File: src/rtl/clk_div_pkg.sv
// Shared defaults and ratio type for the clk_div block.
// Odd-ratio support is selected by the CLK_DIV_ODD_EN macro (see clk_div_cnt).
package clk_div_pkg;

  localparam int unsigned MAX_RATIO_DEF = 10;
  localparam int unsigned RATIO_BIT_DEF = $clog2(MAX_RATIO_DEF) + 1;

  typedef logic [RATIO_BIT_DEF-1:0] ratio_t;

endpackage

File: src/rtl/clk_div_cnt.sv
// Phase counter, comparator and phase-length selection for clk_div.
// CLK_DIV_ODD_EN: when defined, odd ratios divide exactly; otherwise the ratio LSB is dropped.
module clk_div_cnt
  import clk_div_pkg::*;
#(
  parameter int unsigned MAX_RATIO = MAX_RATIO_DEF,
  parameter int unsigned RATIO_BIT = $clog2(MAX_RATIO) + 1
) (
  input  logic                 clk_i,
  input  logic                 rst_i,
  input  logic                 en_i,
  input  logic [RATIO_BIT-1:0] ratio_i,
  input  logic                 phase_hi_i,
  output logic                 active_o,
  output logic                 toggle_o
);

  logic [RATIO_BIT-1:0] n_sat;
  logic [RATIO_BIT-1:0] n_eff;
  logic [RATIO_BIT-1:0] plen;
  logic [RATIO_BIT-1:0] cnt_q;
  logic [RATIO_BIT-1:0] cnt_d;

  always_comb begin
    n_sat = (ratio_i > RATIO_BIT'(MAX_RATIO)) ? RATIO_BIT'(MAX_RATIO) : ratio_i;
`ifdef CLK_DIV_ODD_EN
    n_eff = n_sat;
`else
    n_eff = n_sat & ~RATIO_BIT'(1);
`endif
    active_o = en_i && (ratio_i >= RATIO_BIT'(2));
    // Low phase takes the ceiling half, high phase the floor half.
    plen     = phase_hi_i ? (n_eff >> 1) : ((n_eff >> 1) + RATIO_BIT'(n_eff[0]));
    toggle_o = active_o && (cnt_q >= (plen - RATIO_BIT'(1)));
    cnt_d    = cnt_q + RATIO_BIT'(1);
    if (!active_o || toggle_o) begin
      cnt_d = '0;
    end
  end

  always_ff @(posedge clk_i) begin
    if (rst_i) begin
      cnt_q <= '0;
    end else begin
      cnt_q <= cnt_d;
    end
  end

endmodule

File: src/rtl/clk_div.sv
// Integer clock divider with combinational bypass for ratios 0/1 or when disabled.
// Odd-ratio support is selected by the CLK_DIV_ODD_EN macro.
module clk_div
  import clk_div_pkg::*;
#(
  parameter int unsigned MAX_RATIO = MAX_RATIO_DEF,
  parameter int unsigned RATIO_BIT = $clog2(MAX_RATIO) + 1
) (
  input  logic                 i_ref_clk,
  input  logic                 i_rst,
  input  logic                 i_clk_en,
  input  logic [RATIO_BIT-1:0] i_div_ratio,
  output logic                 o_div_clk
);

  logic div_q;
  logic div_d;
  logic active;
  logic toggle;

  clk_div_cnt #(
    .MAX_RATIO (MAX_RATIO),
    .RATIO_BIT (RATIO_BIT)
  ) u_cnt (
    .clk_i      (i_ref_clk),
    .rst_i      (i_rst),
    .en_i       (i_clk_en),
    .ratio_i    (i_div_ratio),
    .phase_hi_i (div_q),
    .active_o   (active),
    .toggle_o   (toggle)
  );

  always_comb begin
    div_d = div_q;
    if (!active) begin
      div_d = 1'b0;
    end else if (toggle) begin
      div_d = ~div_q;
    end
  end

  always_ff @(posedge i_ref_clk) begin
    if (i_rst) begin
      div_q <= 1'b0;
    end else begin
      div_q <= div_d;
    end
  end

  // Mux select deliberately ignores reset so bypass stays live while in reset.
  always_comb begin
    o_div_clk = active ? div_q : i_ref_clk;
  end

endmodule

File: config.mk
export PLATFORM = sky130hd
export DESIGN_NAME = clk_div
export DESIGN_NICKNAME = d
export VERILOG_FILES = /design/src/rtl/clk_div_pkg.sv /design/src/rtl/clk_div_cnt.sv /design/src/rtl/clk_div.sv
export SDC_FILE = /design/constraint.sdc
export NUM_CORES = 1
export LEC_CHECK = 0
export CAP_MARGIN = 20
export CORE_AREA = 2 2 39 41
export CTS_BUF_LIST = sky130_fd_sc_hd__clkbuf_16
export DETAILED_ROUTE_END_ITERATION = 10
export DIE_AREA = 0 0 41 43
export DONT_BUFFER_PORTS = 1
export PLACE_DENSITY = 0.5
export SLEW_MARGIN = 20
export SYNTH_ARGS = -nofsm -noshare
export SYNTH_HDL_FRONTEND = slang
export SYNTH_SLANG_ARGS = --single-unit
export TNS_END_PERCENT = 100
File: constraint.sdc
create_clock -name i_ref_clk -period 2.5 [get_ports i_ref_clk]
set_input_delay 0.375 -clock i_ref_clk [delete_from_list [all_inputs] [get_ports i_ref_clk]]
set_output_delay 0.375 -clock i_ref_clk [all_outputs]
set_load 0.1 [all_outputs]
==> impl_summary.md, run 1 <==
Die
The die covers 1760 um^2. In this run the vertical extent of the chip is 43 um. The x dimension of the die is 41 um.

The initial utilization of the core area, before any placement, comes to 0.299. The floorplan step defined a core boundary enclosing 1380 um^2. The number of top-level pins is 9.

The floorplan has 14 rows.

Final layout
In the final layout, the share of cells above drive strength 1 is 0.192. After the last flow step, the layout net total stands at 69. The post-layout utilization of the core is 0.428. The number of antenna cells inserted is 0. The filler-free cell count of the finished design is 68.

The library cell used most frequently in the layout, excluding fill and tap cells, is nor2_1. The top cell types in the final layout, fill and taps aside, are nor2_1 (8), ha_1 (7), clkbuf_16 (6), dfxtp_1 (6), nand2_1 (5). Relative to the synthesized area, the layout overhead comes to 42.9%.

STA
At the pin with the least slew margin, the transition time is 0.512 ns. After routing, the total negative slack on setup checks comes to 0 ns. Setup repair after global routing left no endpoint under its margin. For the final database, setup skew stands at 0.00156 ns. Measured against its own limit, the worst slew margin works out to 0.660. After layout, the worst setup slack is 0.150 ns.

The number of hold-slack violations in the final timing report is 0. Setup violations remaining at the end of the flow were counted as 0. The number of max-slew violations in the final report is 0.

Routing
The total via count after detailed routing is 324. The initial DRC count is 1. The number of detailed-route iterations in the first pass is 2. Wires add up to 768 um.

The antenna violation net count after detailed routing is 0. After detailed routing, the number of remaining DRC violations is 0. Dividing the detail-routed wire length by the instance count gives 11.3 um. Dividing the detail-routed via count by the number of cells gives 4.76.

Yosys
The xor/xnor share of the synthesized area is 0.0846. The mapped netlist covers 414 um^2. The distinct cell type count after synthesis is 19.

Of the total synthesized cell area, the portion taken by full adders, half adders and majority gates is 0.211. The number of nets produced by synthesis is 60. The simple logic cell fraction of the synthesized area is 0.172. The mux contribution to synthesized area is 0.0514. The total of warnings raised by yosys is 0.

Yosys attributes the largest share of cell area to dfxtp_1 (29%), ha_1 (21%), nor2_1 (7.3%). By area, the combinational part of the netlist is dominated by adder cells. The share of the Yosys chip area taken by registers is 0.290. The number of instances in the synthesized netlist is 45. The cell accounting for the most synthesized area is dfxtp_1.

Counting flops and latches in the post-synthesis netlist gives 6. The mean cell area of the mapped netlist is 9.20 um^2. The share of Yosys cell area claimed by the top area cell type is 0.290.

The complex-gate fraction of the synthesized area is 0.172.

CTS
The later-pin clock latency in the skew report is 0.34 ns. Clock-pin slew was measured on the worst setup and hold paths at 0.03 ns. After clock tree synthesis, the flow added hold-fix buffers numbering 0. The post-cts repair resize count is 0.

The TritonCTS clock tree is done. The number of setup buffers added after CTS is 0.

Placement
The routability congestion estimate is 0.651. The placed instance count is 62. The sum of net half-perimeters after detailed placement is 529 um. The count of buffers added on input and output ports is 0.

Prior to clock tree synthesis, the placed netlist has a worst setup slack of 0.273 ns.

Power
The internal portion of the total power is 0.000530 W. The part of the total power dissipated in combinational logic is 0.040. The reported net switching power is 0.000178 W. The analysis attributes to cell leakage a power of 0.265 nW.

Of the total power, registers draw 0.144. The share of total power in the clock network is 0.816. The power density of the placed cells is 1200 nW/um^2. The worst-case IR drop observed on VDD is 0.000503 V. Of the total power, the share spent switching nets is 0.251.

Worst setup path
Counting cells, the worst reg-to-reg path comes to 6. Along the worst path, the maximum fanout reaches 2. The startpoint identified for the worst register-to-register timing path is u_cnt.cnt_q[0]. The class of the most critical setup path is clock port to primary output. For the worst setup path, the data required time is 2.12 ns. The type of origin of the critical path is a clock port. The arrival time of the worst setup path is 1.98 ns. The flop-to-flop setup slack is 0.99 ns. The endpoint identified for the worst register-to-register timing path is div_q. STA classifies the critical path endpoint as a primary output.

Min path
The start point of the worst hold path is i_rst. The worst hold path was traced through 2 stages. The hold path endpoint is div_q. The path type of the worst min-delay path is input pin to flop.

Global route
The global-route wire length before repair is 1340 um. The via count of the first global-routing pass is 333. In the global route stage, overall resource usage came out at 0.143. Summed over all layers, the global routing overflow is 0. The maximum number of pins on one net before global-route repair is 6.

The initial antenna violation count was 0.

Run
The max-cap check violation count is 0.

Run status
The flow ran to the end, and the final reports show no timing, DRC or antenna violations.
## state kept, by name, summed over array words and instances, names as in the netlist
signal,cells
u_cnt.cnt_q,5
div_q,1
## metrics by stage
step,power [W],hold slack [ns],cell area (um^2)
after floorplan,0.000210,0.430,414
after global placement,0.000215,0.451,442
after detailed placement,0.000216,0.454,442
after CTS,0.000720,0.230,592
after global routing,0.000739,0.257,592
final,0.000707,0.235,592
## layer usage
| layer | share of wire | wire length, um | GRT usage | vias to the layer above |
|---|---|---|---|---|
| li1 | - | - | - | 172 |
| met1 | 0.44 | 338 | 0.126 | 140 |
| met2 | 0.47 | 363 | 0.147 | 10 |
| met3 | 0.064 | 49 | 0.131 | 2 |
| met4 | 0.021 | 16 | 0.207 | 0 |
| met5 | 0 | 0 | 0 | - |
## synthesized netlist by cell type (all sizes together)
cell	count
a211oi	1
a31oi	1
nor2	8
dfxtp	6
o21ai	1
xnor2	1
nand2b	1
a21o	1
or3	1
mux2	1
inv	2
xor2	3
mux2i	1
nand2	5
a21oi	1
o211ai	1
nand3	2
o41ai	1
ha	7
## cells by family after synthesis
kind of cell,count (synthesis)
fa+ha+maj,7
buf+inv,2
xor+xnor,4
compound gates,7
mux,2
simple gates,17
flops,6
## final cells by class
class	count	area, um^2
flip-flops and latches	6	120
clock buffers	6	150
well taps	16	20.0
inverters	2	7.51
multi-input cells	37	287
fillers	132	792
repair buffers	1	7.51
## power by group through the flow
stage               Combinational [W]  Clock [W]  Sequential [W]
floorplan                   0.0000229  0.0000842        0.000102
detailed placement          0.0000285  0.0000842        0.000103
global route                0.0000329   0.000604        0.000102
CTS                         0.0000289   0.000590        0.000102
global placement            0.0000277  0.0000842        0.000103
finish                      0.0000281   0.000578        0.000102
## worst max-delay path, cell delays in order
cell,delay (ns)
clkbuf_16,0.12
clkbuf_16,0.13
mux2_2,0.48
## worst max-delay path by stage
stage | start | endpoint | slack, ns | cells past startpoint
6_report | i_ref_clk | o_div_clk | 0.15 | 3
5_1_grt | i_ref_clk | o_div_clk | 0.14 | 3
4_1_cts | i_ref_clk | o_div_clk | 0.14 | 3
3_5_place_dp | i_div_ratio[2] | div_q | 0.27 | 8
3_3_place_gp | i_div_ratio[2] | div_q | 0.27 | 8
2_1_floorplan | i_ref_clk | o_div_clk | 0.40 | 1
Power figures use the tool's default switching activity.
==> inputs of run 2 (changes only) <==
--- a/config.mk
+++ b/config.mk
@@ -12,6 +12,7 @@
 export DIE_AREA = 0 0 41 43
 export DONT_BUFFER_PORTS = 1
 export PLACE_DENSITY = 0.5
+export SETUP_SLACK_MARGIN = 0.2
 export SLEW_MARGIN = 20
 export SYNTH_ARGS = -nofsm -noshare
 export SYNTH_HDL_FRONTEND = slang
==> run 2 against run 1 <==
Effect of this change:
- critical path depth did not move
- cell count did not move
- non-clock buffer count did not move
- sequential cell count did not move
- critical path type unchanged
- clock skew rose by 0.0010 ns
- global-route usage rose by 0.70 points
- die area did not move
- combinational power rose by 4%
- core utilization rose by 0.27 points
- sequential share of layout area fell by 0.13 points
==> impl_summary.md, run 2 (synthesis gave the netlist of run 1 again) <==
Run status
The flow ran to the end, and the final reports show no timing, DRC or antenna violations.

STA
The number of max-slew violations in the final report is 0. The number of hold-slack violations in the final timing report was 0. The final total negative setup slack is 0 ns. The tightest hold path in the finished design has a slack of 0.289 ns. Measured against its own limit, the worst slew margin works out to 0.773.

The total setup violations reported at the end of the flow is 0. On the final layout, the worst clock skew is 0.00256 ns. At the pin with the least slew margin, the transition time is 0.339 ns. Setup repair after global routing left no endpoint under its margin.

Final layout
The net count reported at finish is 69. Summing all non-filler instances in the final layout gives an area of 596 um^2. Across the whole layout, storage elements account for 120 um^2. In the final layout, the share of cells above drive strength 1 is 0.192.

The number of flip-flops in the largest register is 5. Leaving out fill and tap cells, the most frequent cell in the layout is nor2_1. u_cnt.cnt_q holds more flip-flops than any other register.

0 antenna diodes ended up in the layout. Summing all multi-input logic gate instances after layout gives 290 um^2. The synthesis-to-finish area growth is 43.8%.

In the layout the commonest cells are nor2_1 (8), ha_1 (7), clkbuf_16 (6), dfxtp_1 (6), nand2_1 (5). The fill cell total of the finished layout is 133. The largest registers in the layout are u_cnt.cnt_q x5, div_q x1.

Global route
The global-route wire length before repair is 1380 um. The global-route usage over all layers is 0.150. Entering global routing, the biggest net connects 6 pins. Summed over all layers, the global routing overflow is 0. The via count of the first global-routing pass is 350. The initial antenna violation count was 0.

Worst setup path
The largest fanout of any net on the critical path is 2. The critical path is of the clock port to primary output type. The endpoint identified for the worst register-to-register timing path is div_q. The most prevalent standard cell on the critical path is clkbuf_16.

STA classifies the critical path endpoint as a primary output. The signal on the critical path passes through clkbuf_16 -> clkbuf_16 -> mux2_4. The start of the worst register-to-register path is u_cnt.cnt_q[0]. The worst setup path is launched from a clock port. The flop-to-flop setup slack is 0.92 ns.

The required arrival time at the worst endpoint is 2.12 ns. The maximum cell stage delay along the critical path is 0.39 ns. The worst reg2reg path depth is 6. Data on the critical path arrives at its endpoint at 1.89 ns. The slowest cell on the critical path is mux2_4.

Routing
The antenna violation net count after detailed routing is 0. Dividing the detail-routed via count by the number of cells gives 4.97. The detailed router placed 338 vias in this run. The number of detailed-route iterations in the first pass is 4. In the routed design, unresolved DRC markers number 0. The total wire length after detailed routing is 848 um. The detail-routed net length per standard cell is 12.5 um.

The initial DRC count is 7.

Placement
The sum of net half-perimeters after detailed placement is 529 um. The congestion estimate from routability-driven global placement came to 0.651. The instance area at placement is 442 um^2.

Port buffering added 0 buffers.

Die
The full die area is 1760 um^2. The core outline area is 1380 um^2. The initial utilization of the core area, before any placement, comes to 0.299.

9 I/O pins were placed. The vertical die dimension is 43 um. In this run the core area contains 14 standard-cell rows. The x dimension of the die is 41 um.

Power
The part of the total power dissipated in combinational logic is 0.041. Of the total power, the clock network draws 0.818. The internal portion of the total power is 0.000537 W. For this design the static power due to leakage is 0.269 nW. In this run the power density over the cells is 1210 nW/um^2. Of the total power, the share spent switching nets is 0.253. The reported net switching power is 0.000182 W. The worst-case vdd ir drop is 0.000506 V. The total power is 0.000718 W.

The sequential group share of total power is 0.142.

Min path
The worst hold path begins at i_rst. The hold path endpoint is div_q. The path class of the tightest hold or removal check is input pin to flop. The number of instances on the worst hold path is 2.

CTS
The TritonCTS clock tree is done. After clock tree synthesis, the clock-pin slew on the worst setup and hold paths is 0.03 ns. Clock latency on the worst-skew pair, taken at its later pin, is 0.34 ns.

Run
The tool flagged a number of max-cap violations equal to 0.
[run 2: how the worst max path moves through the flow]
stage,start,to,slack [ns],cells past startpoint
final,i_ref_clk,o_div_clk,0.24,3
after global routing,i_ref_clk,o_div_clk,0.23,3
after global placement,i_div_ratio[2],div_q,0.27,8
after detailed placement,i_div_ratio[2],div_q,0.27,8
after floorplan,i_ref_clk,o_div_clk,0.40,1
after CTS,i_ref_clk,o_div_clk,0.23,3
[run 2: area by class of cell]
class                      count  share of cell area
inverter                       2              0.0126
timing repair buffer           1              0.0126
clock buffer                   6               0.252
multi-input combinational     37               0.487
tap                           16              0.0336
sequential                     6               0.202
[run 2: worst max-delay path, delay by kind of cell]
family	cells	cell delay [ns]
muxes	1	0.39
buffers and inverters	2	0.25
[run 2: metal layers]
metal  global-route usage  wire length (um)  vias to the layer above
met5                    0                 0                        -
met2                0.175               414                       15
met4                0.207                28                        0
met1                0.116               332                      147
met3                0.136                72                        3
li1                     -                 -                      173
[run 2: repair_timing]
| action | CTS | global route |
|---|---|---|
| hold buffers | 0 | 0 |
| setup buffers | 0 | 0 |
| setup endpoints to repair | 1 | 0 |
| gates resized for setup | 1 | 0 |
[run 2: through the flow]
stage	std cells	utilization	setup WS, ns
floorplan	45	-	0.404
global placement	62	0.319	0.271
detailed placement	62	0.319	0.273
CTS	68	0.430	0.233
global route	68	0.430	0.231
finish	68	0.430	0.238
[run 2: power groups by stage]
stage	combinational [W]	clock, W	sequential (W)
2_1_floorplan	0.0000229	0.0000842	0.000102
4_1_cts	0.0000290	0.000598	0.000102
6_report	0.0000293	0.000587	0.000102
3_5_place_dp	0.0000285	0.0000842	0.000103
5_1_grt	0.0000338	0.000613	0.000102
3_3_place_gp	0.0000277	0.0000842	0.000103
